--- src/rtl/hazard_ctrl_if.sv ---
// Pipeline-to-hazard-controller bundle.
// Carries the hazard/forwarding observations coming out of the datapath and
// the sequencing controls going back into it, plus the halt handshake and
// the two performance counters.
interface hazard_ctrl_if #(
    parameter int REG_W = 5,
    parameter int CNT_W = 16
);
    // Observations from the pipeline registers
    logic [REG_W-1:0] id_rs;
    logic [REG_W-1:0] id_rt;
    logic             idex_mread;
    logic [REG_W-1:0] idex_rt;
    logic [REG_W-1:0] ex_rs;
    logic [REG_W-1:0] ex_rt;
    logic             exmem_rw;
    logic [REG_W-1:0] exmem_rd;
    logic             memwb_rw;
    logic [REG_W-1:0] memwb_rd;
    logic             mem_branch;
    logic             mem_zf;
    logic             halt_req;

    // Controls back to the pipeline
    logic             pc_write;
    logic             pc_src;
    logic             if_id_write;
    logic             flush_if_id;
    logic             id_ex_bubble;
    logic             flush_ex_mem;
    logic [1:0]       fwd_a;
    logic [1:0]       fwd_b;
    logic             halt_ack;
    logic [CNT_W-1:0] stall_cnt;
    logic [CNT_W-1:0] flush_cnt;

    // Datapath / external agent side
    modport master (
        output id_rs, id_rt, idex_mread, idex_rt, ex_rs, ex_rt,
               exmem_rw, exmem_rd, memwb_rw, memwb_rd,
               mem_branch, mem_zf, halt_req,
        input  pc_write, pc_src, if_id_write, flush_if_id, id_ex_bubble,
               flush_ex_mem, fwd_a, fwd_b, halt_ack, stall_cnt, flush_cnt
    );

    // Hazard controller side
    modport slave (
        input  id_rs, id_rt, idex_mread, idex_rt, ex_rs, ex_rt,
               exmem_rw, exmem_rd, memwb_rw, memwb_rd,
               mem_branch, mem_zf, halt_req,
        output pc_write, pc_src, if_id_write, flush_if_id, id_ex_bubble,
               flush_ex_mem, fwd_a, fwd_b, halt_ack, stall_cnt, flush_cnt
    );
endinterface

--- src/rtl/hazard_ctrl.sv ---
// Five-stage pipeline sequencing controller.
// Detects load-use hazards, flushes wrong-path work on a taken branch in MEM,
// selects ALU forwarding sources, and drains/holds the pipeline on request
// from an external agent. Stall cycles and flushes are counted with
// saturating counters.
module hazard_ctrl #(
    parameter int REG_W     = 5,
    parameter int CNT_W     = 16,
    parameter int DRAIN_CYC = 3
) (
    input  logic         CLK,
    input  logic         RSTn,
    hazard_ctrl_if.slave hz
);

    localparam int               DW       = (DRAIN_CYC > 1) ? $clog2(DRAIN_CYC) : 1;
    localparam logic [DW-1:0]    DRAIN_LAST = DW'(DRAIN_CYC - 1);
    localparam logic [CNT_W-1:0] CNT_MAX  = '1;
    localparam logic [REG_W-1:0] REG_ZERO = '0;

    typedef enum logic [1:0] {
        RUN    = 2'd0,
        DRAIN  = 2'd1,
        HALTED = 2'd2
    } state_e;

    state_e           state_q, state_d;
    logic [DW-1:0]    drain_cnt_q, drain_cnt_d;
    logic             halt_ack_q, halt_ack_d;
    logic [CNT_W-1:0] stall_cnt_q;
    logic [CNT_W-1:0] flush_cnt_q;

    logic take;
    logic lu;
    logic stall_inc;
    logic flush_inc;

    // Hazard terms: branch resolved taken in MEM, and a load in EX feeding the instruction in ID
    always_comb begin
        take = hz.mem_branch & hz.mem_zf;
        lu   = hz.idex_mread & (hz.idex_rt != REG_ZERO) &
               ((hz.idex_rt == hz.id_rs) | (hz.idex_rt == hz.id_rt));
    end

    // Operand forwarding: the younger EX/MEM result wins over MEM/WB; register 0 is never forwarded
    always_comb begin
        hz.fwd_a = 2'b00;
        hz.fwd_b = 2'b00;
        if (hz.exmem_rw && (hz.exmem_rd != REG_ZERO) && (hz.exmem_rd == hz.ex_rs)) begin
            hz.fwd_a = 2'b10;
        end else if (hz.memwb_rw && (hz.memwb_rd != REG_ZERO) && (hz.memwb_rd == hz.ex_rs)) begin
            hz.fwd_a = 2'b01;
        end
        if (hz.exmem_rw && (hz.exmem_rd != REG_ZERO) && (hz.exmem_rd == hz.ex_rt)) begin
            hz.fwd_b = 2'b10;
        end else if (hz.memwb_rw && (hz.memwb_rd != REG_ZERO) && (hz.memwb_rd == hz.ex_rt)) begin
            hz.fwd_b = 2'b01;
        end
    end

    // Next state and Mealy sequencing controls; a taken branch overrides everything else
    always_comb begin
        state_d         = state_q;
        drain_cnt_d     = drain_cnt_q;
        hz.pc_write     = 1'b1;
        hz.if_id_write  = 1'b1;
        hz.pc_src       = 1'b0;
        hz.flush_if_id  = 1'b0;
        hz.id_ex_bubble = 1'b0;
        hz.flush_ex_mem = 1'b0;
        stall_inc       = 1'b0;
        flush_inc       = 1'b0;

        unique case (state_q)
            RUN: begin
                if (take) begin
                    hz.pc_src       = 1'b1;
                    hz.flush_if_id  = 1'b1;
                    hz.id_ex_bubble = 1'b1;
                    hz.flush_ex_mem = 1'b1;
                    flush_inc       = 1'b1;
                end else begin
                    if (lu) begin
                        hz.pc_write     = 1'b0;
                        hz.if_id_write  = 1'b0;
                        hz.id_ex_bubble = 1'b1;
                        stall_inc       = 1'b1;
                    end
                    if (hz.halt_req) begin
                        hz.pc_write     = 1'b0;
                        hz.if_id_write  = 1'b0;
                        hz.id_ex_bubble = 1'b1;
                        state_d         = DRAIN;
                        drain_cnt_d     = '0;
                    end
                end
            end

            DRAIN: begin
                if (take) begin
                    hz.pc_src       = 1'b1;
                    hz.flush_if_id  = 1'b1;
                    hz.id_ex_bubble = 1'b1;
                    hz.flush_ex_mem = 1'b1;
                    flush_inc       = 1'b1;
                    drain_cnt_d     = '0;
                    if (!hz.halt_req) begin
                        state_d = RUN;
                    end
                end else begin
                    hz.pc_write     = 1'b0;
                    hz.if_id_write  = 1'b0;
                    hz.id_ex_bubble = 1'b1;
                    if (!hz.halt_req) begin
                        state_d     = RUN;
                        drain_cnt_d = '0;
                    end else if (drain_cnt_q == DRAIN_LAST) begin
                        state_d     = HALTED;
                        drain_cnt_d = '0;
                    end else begin
                        drain_cnt_d = drain_cnt_q + DW'(1);
                    end
                end
            end

            HALTED: begin
                hz.pc_write     = 1'b0;
                hz.if_id_write  = 1'b0;
                hz.id_ex_bubble = 1'b1;
                if (!hz.halt_req) begin
                    state_d = RUN;
                end
            end

            default: begin
                state_d     = RUN;
                drain_cnt_d = '0;
            end
        endcase

        halt_ack_d = (state_d == HALTED);
    end

    // State, drain counter and registered halt acknowledge
    always_ff @(posedge CLK or negedge RSTn) begin
        if (!RSTn) begin
            state_q     <= RUN;
            drain_cnt_q <= '0;
            halt_ack_q  <= 1'b0;
        end else begin
            state_q     <= state_d;
            drain_cnt_q <= drain_cnt_d;
            halt_ack_q  <= halt_ack_d;
        end
    end

    // Saturating performance counters for load-use stalls and taken-branch flushes
    always_ff @(posedge CLK or negedge RSTn) begin
        if (!RSTn) begin
            stall_cnt_q <= '0;
            flush_cnt_q <= '0;
        end else begin
            if (stall_inc && (stall_cnt_q != CNT_MAX)) begin
                stall_cnt_q <= stall_cnt_q + CNT_W'(1);
            end
            if (flush_inc && (flush_cnt_q != CNT_MAX)) begin
                flush_cnt_q <= flush_cnt_q + CNT_W'(1);
            end
        end
    end

    assign hz.halt_ack  = halt_ack_q;
    assign hz.stall_cnt = stall_cnt_q;
    assign hz.flush_cnt = flush_cnt_q;

endmodule

--- src/flat_wrapper.sv ---
// flat-port wrapper written by rule: the top's interface ports become plain ports
module hazard_ctrl_flat 
#(
    parameter int REG_W     = 5,
    parameter int CNT_W     = 16,
    parameter int DRAIN_CYC = 3
)
  (CLK, RSTn, hz_id_rs, hz_id_rt, hz_idex_mread, hz_idex_rt, hz_ex_rs, hz_ex_rt, hz_exmem_rw, hz_exmem_rd, hz_memwb_rw, hz_memwb_rd, hz_mem_branch, hz_mem_zf, hz_halt_req, hz_pc_write, hz_pc_src, hz_if_id_write, hz_flush_if_id, hz_id_ex_bubble, hz_flush_ex_mem, hz_fwd_a, hz_fwd_b, hz_halt_ack, hz_stall_cnt, hz_flush_cnt);
  hazard_ctrl_if #(.REG_W(REG_W), .CNT_W(CNT_W)) hz_i ();
  input  logic CLK;
  input  logic RSTn;
  input wire logic [$bits(hz_i.id_rs)-1:0] hz_id_rs;
  input wire logic [$bits(hz_i.id_rt)-1:0] hz_id_rt;
  input wire logic [$bits(hz_i.idex_mread)-1:0] hz_idex_mread;
  input wire logic [$bits(hz_i.idex_rt)-1:0] hz_idex_rt;
  input wire logic [$bits(hz_i.ex_rs)-1:0] hz_ex_rs;
  input wire logic [$bits(hz_i.ex_rt)-1:0] hz_ex_rt;
  input wire logic [$bits(hz_i.exmem_rw)-1:0] hz_exmem_rw;
  input wire logic [$bits(hz_i.exmem_rd)-1:0] hz_exmem_rd;
  input wire logic [$bits(hz_i.memwb_rw)-1:0] hz_memwb_rw;
  input wire logic [$bits(hz_i.memwb_rd)-1:0] hz_memwb_rd;
  input wire logic [$bits(hz_i.mem_branch)-1:0] hz_mem_branch;
  input wire logic [$bits(hz_i.mem_zf)-1:0] hz_mem_zf;
  input wire logic [$bits(hz_i.halt_req)-1:0] hz_halt_req;
  output wire logic [$bits(hz_i.pc_write)-1:0] hz_pc_write;
  output wire logic [$bits(hz_i.pc_src)-1:0] hz_pc_src;
  output wire logic [$bits(hz_i.if_id_write)-1:0] hz_if_id_write;
  output wire logic [$bits(hz_i.flush_if_id)-1:0] hz_flush_if_id;
  output wire logic [$bits(hz_i.id_ex_bubble)-1:0] hz_id_ex_bubble;
  output wire logic [$bits(hz_i.flush_ex_mem)-1:0] hz_flush_ex_mem;
  output wire logic [$bits(hz_i.fwd_a)-1:0] hz_fwd_a;
  output wire logic [$bits(hz_i.fwd_b)-1:0] hz_fwd_b;
  output wire logic [$bits(hz_i.halt_ack)-1:0] hz_halt_ack;
  output wire logic [$bits(hz_i.stall_cnt)-1:0] hz_stall_cnt;
  output wire logic [$bits(hz_i.flush_cnt)-1:0] hz_flush_cnt;
  assign hz_i.id_rs = hz_id_rs;
  assign hz_i.id_rt = hz_id_rt;
  assign hz_i.idex_mread = hz_idex_mread;
  assign hz_i.idex_rt = hz_idex_rt;
  assign hz_i.ex_rs = hz_ex_rs;
  assign hz_i.ex_rt = hz_ex_rt;
  assign hz_i.exmem_rw = hz_exmem_rw;
  assign hz_i.exmem_rd = hz_exmem_rd;
  assign hz_i.memwb_rw = hz_memwb_rw;
  assign hz_i.memwb_rd = hz_memwb_rd;
  assign hz_i.mem_branch = hz_mem_branch;
  assign hz_i.mem_zf = hz_mem_zf;
  assign hz_i.halt_req = hz_halt_req;
  assign hz_pc_write = hz_i.pc_write;
  assign hz_pc_src = hz_i.pc_src;
  assign hz_if_id_write = hz_i.if_id_write;
  assign hz_flush_if_id = hz_i.flush_if_id;
  assign hz_id_ex_bubble = hz_i.id_ex_bubble;
  assign hz_flush_ex_mem = hz_i.flush_ex_mem;
  assign hz_fwd_a = hz_i.fwd_a;
  assign hz_fwd_b = hz_i.fwd_b;
  assign hz_halt_ack = hz_i.halt_ack;
  assign hz_stall_cnt = hz_i.stall_cnt;
  assign hz_flush_cnt = hz_i.flush_cnt;
  hazard_ctrl #(.REG_W(REG_W), .CNT_W(CNT_W), .DRAIN_CYC(DRAIN_CYC)) u_core (.CLK(CLK), .RSTn(RSTn), .hz(hz_i));
endmodule
--- config.mk ---
export PLATFORM = sky130hd
export DESIGN_NAME = hazard_ctrl_flat
export DESIGN_NICKNAME = d
export VERILOG_FILES = /design/src/rtl/hazard_ctrl_if.sv /design/src/rtl/hazard_ctrl.sv /design/src/flat_wrapper.sv
export SDC_FILE = /design/constraint.sdc
export NUM_CORES = 1
export LEC_CHECK = 0
export ABC_AREA = 1
export BUFFER_PORTS_ARGS = -buffer_cell sky130_fd_sc_hd__buf_2
export CAP_MARGIN = 20
export CORE_ASPECT_RATIO = 0.75
export CORE_MARGIN = 5
export CORE_UTILIZATION = 23
export CTS_CLUSTER_DIAMETER = 60
export DETAILED_ROUTE_END_ITERATION = 16
export HOLD_SLACK_MARGIN = 0.12
export MAX_ROUTING_LAYER = met4
export PLACE_DENSITY = 0.41
export SLEW_MARGIN = 25
export SYNTH_ARGS = -nofsm -noshare
export SYNTH_HDL_FRONTEND = slang
export SYNTH_SLANG_ARGS = --single-unit
--- constraint.sdc ---
create_clock -name CLK -period 4.3 [get_ports CLK]
set_clock_uncertainty 0.15 [all_clocks]
set_input_delay 0.86 -clock CLK [delete_from_list [all_inputs] [get_ports CLK]]
set_output_delay 0.86 -clock CLK [all_outputs]
set_load 0.02 [all_outputs]
==> flow_summary.toml <==
[min_path]
hp-start = "u_core.hz.flush_cnt[15]"
hold_path_depth = 1
whs_endpoint = "u_core.hz.flush_cnt[15]"
min_path_type = "register to register"

[worst_setup_path]
crit_type = "input port to output pin"
r2r_cells = 6
cp.arrival_ns = 2.02
startpoint_type = "input port"
cp_data_required_time_ns = 3.29
crit_start = "hz_exmem_rd[1]"
rr_startpoint = "u_core.state_q[0]"
r2r_end = "u_core.hz.flush_cnt[1]"
end_kind = "output pin"
r2r_setup_slack_ns = 2.20
cp_max_fo = 3

[logic_synthesis]
syn_inst = 336
ys_seq_elements = 37
syn_area_per_cell_sq_um = 7.69
synthTopCellsByCount = "nand2_1, inv_1, dfrtp_1"
yosys_warnings = 0
yosysUniqueCellTypes = 34
async_flop_share_pct = 100
synth_top_cell_by_area = "dfrtp_1"
netlist_top_cells_area = "dfrtp_1, nand2_1, xor2_1, xnor2_1, inv_1"
synth_area_sq_um = 2580
synth_edf_count = 0
dominantRegCellSynth = "dfrtp_1"
synth-seq-area-share_pct = 35.8
syn_nets = 385
synth.most_common_cell = "nand2_1"
synth_top_area_share_pct = 35.8

[sta]
rsz0062_at_grt = "false"
worstMarginPinSlew_ns = 0.517
hold_ws_ns = 0.338
max_freq_mhz = 330
fin_crit_sh_pct = 70.5
relSlewSlack_pct = 65.6
hold_viol = 0
drv_slew = 0
setup_viol = 0
period_needed_ns = 3.03
tns_ns = 0

[floorplanning]
chipHeight_um = 102
coreArea_sq_um = 10900
rows = 33
dieWidth_um = 132
start_util_pct = 23.6
num_io_pins = 86
die_area_sq_um = 13500

[place]
gp_congestion = 0.766
post_dp_cell_area_sq_um = 3140
portBuffers = 85
post-dp-hpwl_mm = 5.66

[power]
vdd_drop_max_mv = 0.197
powerDensity_nw_per_um2 = 438
cellLeakagePower_nw = 1.71

[drt]
drcViolationCount = 0
routedWlPerCell_um = 12.3
drtIter0Drc = 92
wl_mm = 6.91
num_vias = 2317
ant_nets = 0
drt_pre_antenna_iters = 4
via_per_inst = 4.11

[clock_network]
clk_path_buf_depth = 2
cts_made_buffers = 5
cts_max_level = 2
ctsHoldBuffers = 0
cts_tree = "built"
cts.sinks = 37
cts_setup_buffers = 0
clockRootBuffer = "clkbuf_16"
cts.clk_slew.worst_paths_ns = 0.05
clock_latency_ns = 0.28
cts_resized = 0

[run]
max-cap-violations = 0

[finish]
diodes = 0
drive_above_1_share_pct = 26.7
syn2layout_area_growth_pct = 28.1
final_area_sq_um = 3310
nets = 472

[global_route]
antenna_found_initial = 0
grtUsageTotal_pct = 11.3
grt_max_degree = 38
grt_pass1_wl_mm = 12.1
grt-ovfl-total = 0
grt_pass1_vias = 2380

[run_status]
status = "complete, no violations"
-- final cells by class --
type | instances | area (sq um)
Fill cell | 1178 | 7630
Multi-Input combinational cell | 246 | 1430
Sequential cell | 37 | 926
Timing Repair Buffer | 85 | 428
Inverter | 48 | 183
Tap cell | 140 | 175
Clock buffer | 6 | 129
Clock inverter | 2 | 38.8
-- stage by stage --
stage          instances  total power [mW]  utilization [%]  worst slack [ns]
2_1_floorplan        336             0.857                -              1.32
3_3_place_gp         556              1.04             28.7              1.22
3_5_place_dp         556              1.04             28.7              1.25
4_1_cts              564              1.48             30.2              1.24
5_1_grt              564              1.56             30.2              1.07
6_report             564              1.45             30.2              1.27
-- flip-flops by register name, indices dropped and copies added, names as in the netlist --
register	flops
u_core.hz.flush_cnt	16
u_core.hz.stall_cnt	16
u_core.drain_cnt_q	2
u_core.state_q	2
u_core.hz.halt_ack	1
-- layer usage --
layer | share of wire (%) | wire length [um] | global-route usage, % | up-vias
met1 | 54 | 3760 | 16.6 | 1021
met4 | 0.62 | 43 | 2.58 | 0
met2 | 40 | 2730 | 15.5 | 59
li1 | - | - | - | 1232
met3 | 5.4 | 370 | 2.93 | 5
met5 | 0 | 0 | - | -
-- report_power, final --
part | switching, mW | total, mW | internal, mW
combinational | 0.327 | 0.515 | 0.188
clock | 0.150 | 0.425 | 0.275
sequential | 0.0882 | 0.512 | 0.423
-- worst max path at each step --
| stage | to | slack (ns) |
|---|---|---|
| after floorplan | hz_fwd_a[0] | 1.32 |
| after global placement | hz_fwd_a[0] | 1.22 |
| after detailed placement | hz_id_ex_bubble | 1.25 |
| after CTS | hz_id_ex_bubble | 1.24 |
| after global routing | hz_id_ex_bubble | 1.07 |
| final | hz_fwd_a[0] | 1.27 |
-- critical path, stage by stage --
cell     delay, ns
buf_2         0.12
or2_2         0.29
o41ai_1       0.34
nor3_1        0.12
nor2_1        0.11
buf_2         0.18
-- layout by cell type, fill, tap and decap left out, drive strengths merged, types with 2 or more instances in the layout --
cell type / count
ha: 6
xor2: 28
buf: 85
dfrtp: 37
clkbuf: 6
nand2: 78
inv: 48
nand3: 26
nor3: 12
or2: 2
nand4: 8
nor2: 41
o21ai: 12
xnor2: 24
-- cells by family after synthesis --
family	count (synthesis)	share of synthesized area (%)
XOR/XNOR	52	17.6
adder cells (fa/ha/maj)	6	2.91
buffers and inverters	53	8.81
multiplexers	1	0.436
AO/OA/AOI/OAI	19	4.99
AND/OR/NAND/NOR	168	29.4
flip-flops	37	35.8
Power figures use the tool's default switching activity.
